## src/rtl/radial_zone_cfg_pkg.sv

```systemverilog
// Shared field encodings, global register addresses and reset values for the
// radial zone configuration block.
package radial_zone_cfg_pkg;

  typedef enum logic [2:0] {
    FLD_C      = 3'd0,
    FLD_Z      = 3'd1,
    FLD_ZMIN   = 3'd2,
    FLD_RADIUS = 3'd3
  } field_e;

  typedef enum logic [1:0] {
    ST_IDLE  = 2'd0,
    ST_ARMED = 2'd1,
    ST_FORCE = 2'd2
  } cmt_state_e;

  localparam logic [7:0] ADDR_COL_CENTER = 8'h80;
  localparam logic [7:0] ADDR_ROW_CENTER = 8'h81;
  localparam logic [7:0] ADDR_CTRL       = 8'h82;
  localparam logic [7:0] ADDR_ERR_CLR    = 8'h83;

  localparam logic [15:0] Z_RST    = 16'h7BFF;
  localparam logic [15:0] C_RST    = 16'h0000;
  localparam logic [15:0] ZMIN_RST = 16'h0000;

  localparam int RADIUS_MAX = 511;

endpackage

```

## src/rtl/radial_zone_cfg_bank.sv

```systemverilog
// One zone's shadow and active parameter registers; shadow loads per field,
// active takes the whole shadow on commit.
module radial_zone_cfg_bank
  import radial_zone_cfg_pkg::*;
#(
  parameter int RW = 18
) (
  input  logic          clk_i,
  input  logic          rst_i,
  input  logic          we_c,
  input  logic          we_z,
  input  logic          we_zmin,
  input  logic          we_r,
  input  logic [15:0]   data,
  input  logic [RW-1:0] r_sq,
  input  logic          commit,
  output logic [15:0]   c,
  output logic [15:0]   z,
  output logic [15:0]   z_min,
  output logic [RW-1:0] r_squared
);

  logic [15:0]   sh_c, sh_z, sh_zmin;
  logic [RW-1:0] sh_r;

  always_ff @(posedge clk_i) begin
    if (rst_i) begin
      sh_c      <= C_RST;
      sh_z      <= Z_RST;
      sh_zmin   <= ZMIN_RST;
      sh_r      <= '0;
      c         <= C_RST;
      z         <= Z_RST;
      z_min     <= ZMIN_RST;
      r_squared <= '0;
    end else begin
      if (we_c)    sh_c    <= data;
      if (we_z)    sh_z    <= data;
      if (we_zmin) sh_zmin <= data;
      if (we_r)    sh_r    <= r_sq;
      if (commit) begin
        c         <= sh_c;
        z         <= sh_z;
        z_min     <= sh_zmin;
        r_squared <= sh_r;
      end
    end
  end

endmodule

```

## src/rtl/radial_zone_cfg.sv

```systemverilog
// Register-write front end for the radial filter zone parameters: host writes
// fill a shadow bank that is copied to the outputs on frame sync or on force.
module radial_zone_cfg
  import radial_zone_cfg_pkg::*;
#(
  parameter int NO_ZONES = 1,
  parameter int RADIUS_W = 9
) (
  input  logic                                 clk_i,
  input  logic                                 rst_i,
  input  logic                                 wr_valid_i,
  output logic                                 wr_ready_o,
  input  logic [7:0]                           wr_addr_i,
  input  logic [15:0]                          wr_data_i,
  input  logic                                 frame_sync_i,
  output logic [NO_ZONES-1:0][15:0]            c_o,
  output logic [NO_ZONES-1:0][15:0]            z_o,
  output logic [NO_ZONES-1:0][15:0]            z_min_o,
  output logic [NO_ZONES-1:0][2*RADIUS_W-1:0]  r_squared_o,
  output logic [15:0]                          col_center_o,
  output logic [15:0]                          row_center_o,
  output logic                                 commit_pending_o,
  output logic                                 commit_done_o,
  output logic                                 err_o
);

  localparam int RW = 2 * RADIUS_W;

  cmt_state_e          state, state_nxt;
  logic                is_zone, bad, accept, good_wr, arm, force_c, commit;
  logic [RADIUS_W-1:0] rad_sat;
  logic [RW-1:0]       rad_sq;
  logic [15:0]         col_sh, row_sh;

  always_comb begin
    is_zone = !wr_addr_i[7];
    if (is_zone)
      bad = (int'(wr_addr_i[6:3]) >= NO_ZONES) || (wr_addr_i[2:0] > FLD_RADIUS);
    else
      bad = (wr_addr_i[7:2] != 6'b100000);
    accept  = wr_valid_i && wr_ready_o;
    good_wr = accept && !bad;
    arm     = good_wr && (wr_addr_i == ADDR_CTRL) && !wr_data_i[1] && wr_data_i[0];
    force_c = good_wr && (wr_addr_i == ADDR_CTRL) && wr_data_i[1];
    // Radius is clamped to the representable range, then squared unsigned.
    rad_sat = (wr_data_i > 16'(RADIUS_MAX)) ? RADIUS_W'(RADIUS_MAX)
                                            : wr_data_i[RADIUS_W-1:0];
    rad_sq  = RW'(rad_sat) * RW'(rad_sat);
  end

  for (genvar g = 0; g < NO_ZONES; g++) begin : g_zone
    logic hit;
    assign hit = good_wr && is_zone && (wr_addr_i[6:3] == 4'(g));
    radial_zone_cfg_bank #(.RW(RW)) u_bank (
      .clk_i     (clk_i),
      .rst_i     (rst_i),
      .we_c      (hit && (wr_addr_i[2:0] == FLD_C)),
      .we_z      (hit && (wr_addr_i[2:0] == FLD_Z)),
      .we_zmin   (hit && (wr_addr_i[2:0] == FLD_ZMIN)),
      .we_r      (hit && (wr_addr_i[2:0] == FLD_RADIUS)),
      .data      (wr_data_i),
      .r_sq      (rad_sq),
      .commit    (commit),
      .c         (c_o[g]),
      .z         (z_o[g]),
      .z_min     (z_min_o[g]),
      .r_squared (r_squared_o[g])
    );
  end

  // Commit sequencing: ARMED waits for frame sync, FORCE commits one edge later.
  always_ff @(posedge clk_i) begin
    if (rst_i) state <= ST_IDLE;
    else       state <= state_nxt;
  end

  always_comb begin
    state_nxt = state;
    case (state)
      ST_ARMED: if (frame_sync_i) state_nxt = ST_IDLE;
      default:  state_nxt = arm ? ST_ARMED : (force_c ? ST_FORCE : ST_IDLE);
    endcase
  end

  always_comb begin
    commit           = ((state == ST_ARMED) && frame_sync_i) || (state == ST_FORCE);
    commit_pending_o = (state == ST_ARMED);
    wr_ready_o       = (state != ST_ARMED);
  end

  always_ff @(posedge clk_i) begin
    if (rst_i) begin
      col_sh        <= '0;
      row_sh        <= '0;
      col_center_o  <= '0;
      row_center_o  <= '0;
      commit_done_o <= 1'b0;
      err_o         <= 1'b0;
    end else begin
      commit_done_o <= commit;
      if (good_wr && wr_addr_i == ADDR_COL_CENTER) col_sh <= wr_data_i;
      if (good_wr && wr_addr_i == ADDR_ROW_CENTER) row_sh <= wr_data_i;
      if (commit) begin
        col_center_o <= col_sh;
        row_center_o <= row_sh;
      end
      if (accept && bad)                             err_o <= 1'b1;
      else if (good_wr && wr_addr_i == ADDR_ERR_CLR) err_o <= 1'b0;
    end
  end

endmodule

```

## config.mk

```make
export PLATFORM = sky130hd
export DESIGN_NAME = radial_zone_cfg
export DESIGN_NICKNAME = d
export VERILOG_FILES = /design/src/rtl/radial_zone_cfg_pkg.sv /design/src/rtl/radial_zone_cfg_bank.sv /design/src/rtl/radial_zone_cfg.sv
export SDC_FILE = /design/constraint.sdc
export NUM_CORES = 1
export LEC_CHECK = 0
export CAP_MARGIN = 5
export CORE_ASPECT_RATIO = 0.75
export CORE_UTILIZATION = 33
export CTS_CLUSTER_DIAMETER = 50
export DETAILED_ROUTE_END_ITERATION = 12
export PLACE_DENSITY = 0.57
export SLEW_MARGIN = 20
export SYNTH_ARGS = -nofsm -noshare
export SYNTH_HDL_FRONTEND = slang
export SYNTH_SLANG_ARGS = --single-unit
```

## constraint.sdc

```tcl
create_clock -name clk_i -period 9.4 [get_ports clk_i]
set_input_delay 1.41 -clock clk_i [delete_from_list [all_inputs] [get_ports clk_i]]
set_output_delay 1.41 -clock clk_i [all_outputs]
set_load 0.01 [all_outputs]
```

After elaboration in Yosys (flattened, before gate mapping)
Cells that the tools add are included.
{"block": "totals", "register_bits": 200, "input_bits": 28, "output_inout_bits": 102}
{"block": "op_classes", "mul": 1, "magnitude_cmp": 3, "n_eq_ne": 12, "muxes": 8, "n_reduce_logical": 25}
{"op": "8-bit == test (second input constant)", "count": 4}
{"op": "9-bit by 9-bit multiplier with 18-bit output", "count": 1}
{"op": "1-bit logical AND", "count": 17}
{"op": "16-bit by 9-bit greater-than comparator with 1-bit output (second input constant)", "count": 1}
{"op": "9-bit two-way mux", "count": 1}
{"op": "2-bit two-way mux", "count": 4}
{"op": "3-bit by 2-bit == test with 1-bit output (second input constant)", "count": 2}
{"op": "6-bit inequality test (second input constant)", "count": 1}
{"op": "4-bit by 1-bit greater-or-equal comparator with 1-bit output (second input constant)", "count": 1}
{"op": "4-bit zero test", "count": 1}
{"op": "3-bit by 1-bit == test with 1-bit output (second input constant)", "count": 1}
{"op": "3-bit by 2-bit greater-than comparator with 1-bit output (second input constant)", "count": 1}
{"op": "1-bit zero test", "count": 3}
{"op": "3-bit zero test", "count": 1}
{"op": "1-bit two-way mux", "count": 3}
{"op": "2-bit by 1-bit == test with 1-bit output (second input constant)", "count": 1}
{"op": "2-bit == test (second input constant)", "count": 1}
{"op": "1-bit logical OR", "count": 2}
{"op": "2-bit by 1-bit inequality test with 1-bit output (second input constant)", "count": 1}
{"op": "2-bit inequality test (second input constant)", "count": 1}
{"op": "2-bit nonzero test", "count": 1}

Longest topological paths before layout
{"block": "logic_depth", "ltp_word": 10, "ltp_mapped": 20, "ltp_nobuf": 20}

Hierarchy
From an unflattened synthesis, not the netlist that was laid out.
{"block": "hier_totals", "cells_unflattened": 998, "area_unflattened_um2": 9434.0}
{"module": "radial_zone_cfg_bank", "n_inst": 1, "cells_each": 429, "area_each_um2": 4775.8, "seq_area_each_um2": 2642.5}
{"module": "radial_zone_cfg", "n_inst": 1, "cells_each": 569, "area_each_um2": 4658.2, "seq_area_each_um2": 1361.3}

Least setup slack after synthesis
Ideal clock, no wire load.
{"block": "synth_path", "path_kind": "input-to-reg", "startpoint": "input port wr_data_i[11]", "endpoint": "register g_zone[0].u_bank.sh_r[16]", "t_arrival_ns": 5.867, "t_required_ns": 9.272, "slack_ns": 3.405, "cell_stages": 18, "path_buffers": 1, "path_cell_list": "nor4_1 -> nand2_1 -> clkbuf_1 -> a21oi_1 -> inv_1 -> fa_1 -> fa_1 -> fa_1 -> inv_1 -> fa_1 -> inv_1 -> ha_1 -> or2_2 -> a21oi_1 -> a31oi_1 -> a311oi_1 -> xnor2_1 -> o31ai_1"}
{"block": "synth_via", "elab_chain_cells": 3}
{"item": "from (decl)", "line": "radial_zone_cfg.sv:14", "source": "input logic [15:0] wr_data_i,"}
{"item": "16-bit by 9-bit greater-than comparator with 1-bit output", "line": "radial_zone_cfg.sv:46", "source": "rad_sat = (wr_data_i > 16'(RADIUS_MAX)) ? RADIUS_W'(RADIUS_MAX)"}
{"item": "9-bit two-way mux", "line": "radial_zone_cfg.sv:46"}
{"item": "9-bit by 9-bit multiplier with 18-bit output", "line": "radial_zone_cfg.sv:48", "source": "rad_sq = RW'(rad_sat) * RW'(rad_sat);"}
{"item": "to (signal assigned)", "line": "radial_zone_cfg_bank.sv:40", "source": "if (we_r) sh_r <= r_sq;"}
{"item": "to (decl)", "line": "radial_zone_cfg_bank.sv:24", "source": "logic [RW-1:0] sh_r;"}
Every way passes these cells.
A chain may end at the register's enable or synchronous reset.

Worst setup path in the final report
Same ends and word-level chain as after synthesis.

==> flow_summary.toml <==
[run_status]
status = "complete, no violations"

[timing]
slew_viol_final = 0
post-route-period-util = 0.720
post-route-min-period_ps = 6770
hold_violations = 0
fmax_ghz = 0.148
clock_skew_ps = 8.90
max_slew.worst_pin.slew_ps = 1020
fin_ws_ps = 2630
rsz0062_at_grt = "no"
slew_headroom = 0.321
finalSetupTns_ps = 0
setup_violations = 0

[setup_path]
reg2reg_to = "g_zone[0].u_bank.sh_zmin[5]"
r2r_setup_slack_ps = 6380
cp.arrival_ps = 7060
cp_max_fo = 23
cp-end-kind = "register"
r2r_cells = 6
r2r-start = "state[0]"
crit_required_ps = 9690
start_kind = "primary input"
critPathKind = "in -> reg"

[drt]
wl_per_cell_um = 16.3
routed-wl-met3_um = 1170
met1_length_um = 12900
top_layer = "met4"
route.detailed.drc = 0
dr_wl_met2_um = 10700
routed_via_density = 4.88
ant_nets = 0
via_count = 7491
wl_um = 25000
firstDrtPassIters = 5
drtIter0Drc = 504

[synth]
syn_area_mm2 = 0.00920
syn_nets = 1184
postSynthCellCount = 1090
ys_warn_count = 0
ys_ff_latch = 198
synth-main-ff-cell = "dfxtp_1"
synth_cell_types = 52
avgSynthCellArea_um2 = 8.44
yosysSeqAreaShare = 0.431
synth-edff-count = 0
async_flop_share = 0

[power_and_ir_drop]
ir_drop_mv = 0.132
clockPowerShare = 0.438
internal_power_mw = 1.27
switchingPower_mw = 0.392
swShare = 0.236
power_leakage_nw = 4.29
power_density_mw_per_mm2 = 147
seq_power_share = 0.505
p_comb_frac = 0.057

[global_route]
track_usage = 0.180
grt.overflow.total = 0
grt_max_degree = 124
first_global_vias = 7137
antenna_found_initial = 0
grt_pass1_wl_um = 40000

[clock_tree]
clock_sinks = 198
cts_resized = 0
cts_max_path_buffers = 2
numCtsBuffers = 17
htreeDepth = 4
cts.clk_slew.worst_paths_ps = 70
hold_buffers = 0
cts_root_buf = "clkbuf_16"
postCtsSetupBuffers = 0
cts_tree = "done"
insertion_delay_ps = 440

[final_layout]
multiInputGateArea_mm2 = 0.00471
n_fill_cell = 2758
diodes = 0
layout-drive-gt1-share = 0.0464
regArea_mm2 = 0.00396
syn_to_final_growth_pct = 23.2
final_nets = 1269
post-route-util = 0.417
fin_cells = 1536

[placement]
place_ws_ps = 2220
portBuffers = 128
dp_cells = 1506
gp_congestion = 0.890
dp_hpwl_um = 16600

[min_path]
holdPathStages = 2
hold_end = "g_zone[0].u_bank.r_squared[6]"
min_from = "g_zone[0].u_bank.r_squared[6]"
hp-class = "reg -> reg"

[floorplanning]
start_util = 0.338
rows = 52
die_h_um = 147
ios = 130
die_area_mm2 = 0.0286
core_mm2 = 0.0272
die-width_um = 195

[flow_run]
max-cap-violations = 0
## per-layer routing
metal  up-vias  global-route usage
met3        17              0.0487
met1      3608               0.259
li1       3735                   -
met5         -                   0
met2       131               0.263
met4         0              0.0437
## how the worst max path moves through the flow
stage / cells past startpoint / slack [ps] / from / end
floorplan: 18 / 3400 / wr_data_i[11] / g_zone[0].u_bank.sh_r[16]
global placement: 18 / 2320 / wr_data_i[11] / g_zone[0].u_bank.sh_r[16]
detailed placement: 18 / 2220 / wr_data_i[11] / g_zone[0].u_bank.sh_r[16]
CTS: 18 / 2660 / wr_data_i[11] / g_zone[0].u_bank.sh_r[16]
global route: 18 / 2270 / wr_data_i[11] / g_zone[0].u_bank.sh_r[16]
finish: 18 / 2630 / wr_data_i[11] / g_zone[0].u_bank.sh_r[16]
## power by group through the flow
stage	combinational (mW)	clock (mW)	sequential, mW
after floorplan	0.0568	0	0.859
after global placement	0.0945	0	0.859
after detailed placement	0.0956	0	0.859
after CTS	0.0960	0.748	0.839
after global routing	0.105	0.786	0.839
final	0.0956	0.729	0.840
## sequential cells by signal, summed over array words and instances (netlist names), 2 cells and up
register / cells
g_zone.u_bank.r_squared: 17
g_zone.u_bank.sh_r: 17
col_center_o: 16
col_sh: 16
g_zone.u_bank.c: 16
g_zone.u_bank.sh_c: 16
g_zone.u_bank.sh_z: 16
g_zone.u_bank.sh_zmin: 16
g_zone.u_bank.z: 16
g_zone.u_bank.z_min: 16
row_center_o: 16
row_sh: 16
state: 2
## final cells by class
| type | instances | share of cell area |
|---|---|---|
| Inverter | 63 | 0.0209 |
| Clock inverter | 10 | 0.0109 |
| Sequential cell | 198 | 0.350 |
| Multi-Input combinational cell | 753 | 0.415 |
| Timing Repair Buffer | 142 | 0.125 |
| Clock buffer | 19 | 0.0391 |
| Tap cell | 351 | 0.0387 |
## cells by family (layout without fill, tap and decap cells)
| family | after synthesis | count (layout) | share of synthesized area |
|---|---|---|---|
| multiplexers | 49 | 49 | 0.0535 |
| flip-flops | 198 | 198 | 0.431 |
| AO/OA/AOI/OAI | 195 | 195 | 0.120 |
| buffers and inverters | 139 | 234 | 0.0607 |
| AND/OR/NAND/NOR | 430 | 430 | 0.206 |
| other | 1 | 1 | 0.000408 |
| adder cells (fa/ha/maj) | 66 | 66 | 0.117 |
| XOR/XNOR | 12 | 12 | 0.0114 |
## cell usage in the layout, fill, tap and decap left out, types with 4 or more instances in the layout
| cell | n |
|---|---|
| nor3b_1 | 5 |
| ha_1 | 33 |
| nor2b_1 | 4 |
| xor2_1 | 5 |
| a31oi_1 | 5 |
| clkdlybuf4s50_1 | 127 |
| clkbuf_16 | 17 |
| nand3b_1 | 30 |
| nor3_1 | 7 |
| buf_4 | 11 |
| nand3_1 | 25 |
| o21ai_0 | 8 |
| nor2_1 | 72 |
| a21oi_1 | 137 |
| nand2_1 | 265 |
| or2_2 | 4 |
| mux2i_1 | 48 |
| xnor2_1 | 7 |
| a21o_1 | 28 |
| dfxtp_1 | 198 |
| inv_1 | 63 |
| fa_1 | 33 |
## stage by stage
step / hold slack (ps) / cell area, um^2 / power, mW
after CTS: 454 / 11300 / 1.68
after floorplan: 425 / 9200 / 0.916
final: 452 / 11300 / 1.66
after detailed placement: 444 / 10800 / 0.955
after global placement: 440 / 10700 / 0.954
after global routing: 469 / 11300 / 1.73
## synth_stat cells (5+ instances only)
cell      number  area share
nand2_1      265        0.11
dfxtp_1      198        0.43
a21oi_1      137       0.075
nor2_1        72       0.029
inv_1         63       0.026
clkbuf_1      52       0.021
mux2i_1       48       0.052
fa_1          33       0.072
ha_1          33       0.045
nand3b_1      30       0.024
a21o_1        28       0.023
nand3_1       25       0.014
buf_2         16      0.0087
o21ai_0        8      0.0044
nor3_1         7      0.0038
xnor2_1        7      0.0067
nor3b_1        6      0.0049
a31oi_1        5      0.0034
xor2_1         5      0.0048
## worst max-delay path, cell delays in order
cell	delay [ps]
clkdlybuf4s50_1	580
nor4_1	360
nand2_1	500
a21oi_1	420
inv_1	110
fa_1	510
fa_1	540
fa_1	540
inv_1	50
fa_1	520
inv_1	40
ha_1	330
or2_2	300
a21oi_1	150
a31oi_1	90
a311oi_1	350
xnor2_1	160
o31ai_1	70
Note: power is estimated with default switching activity, not from simulation.
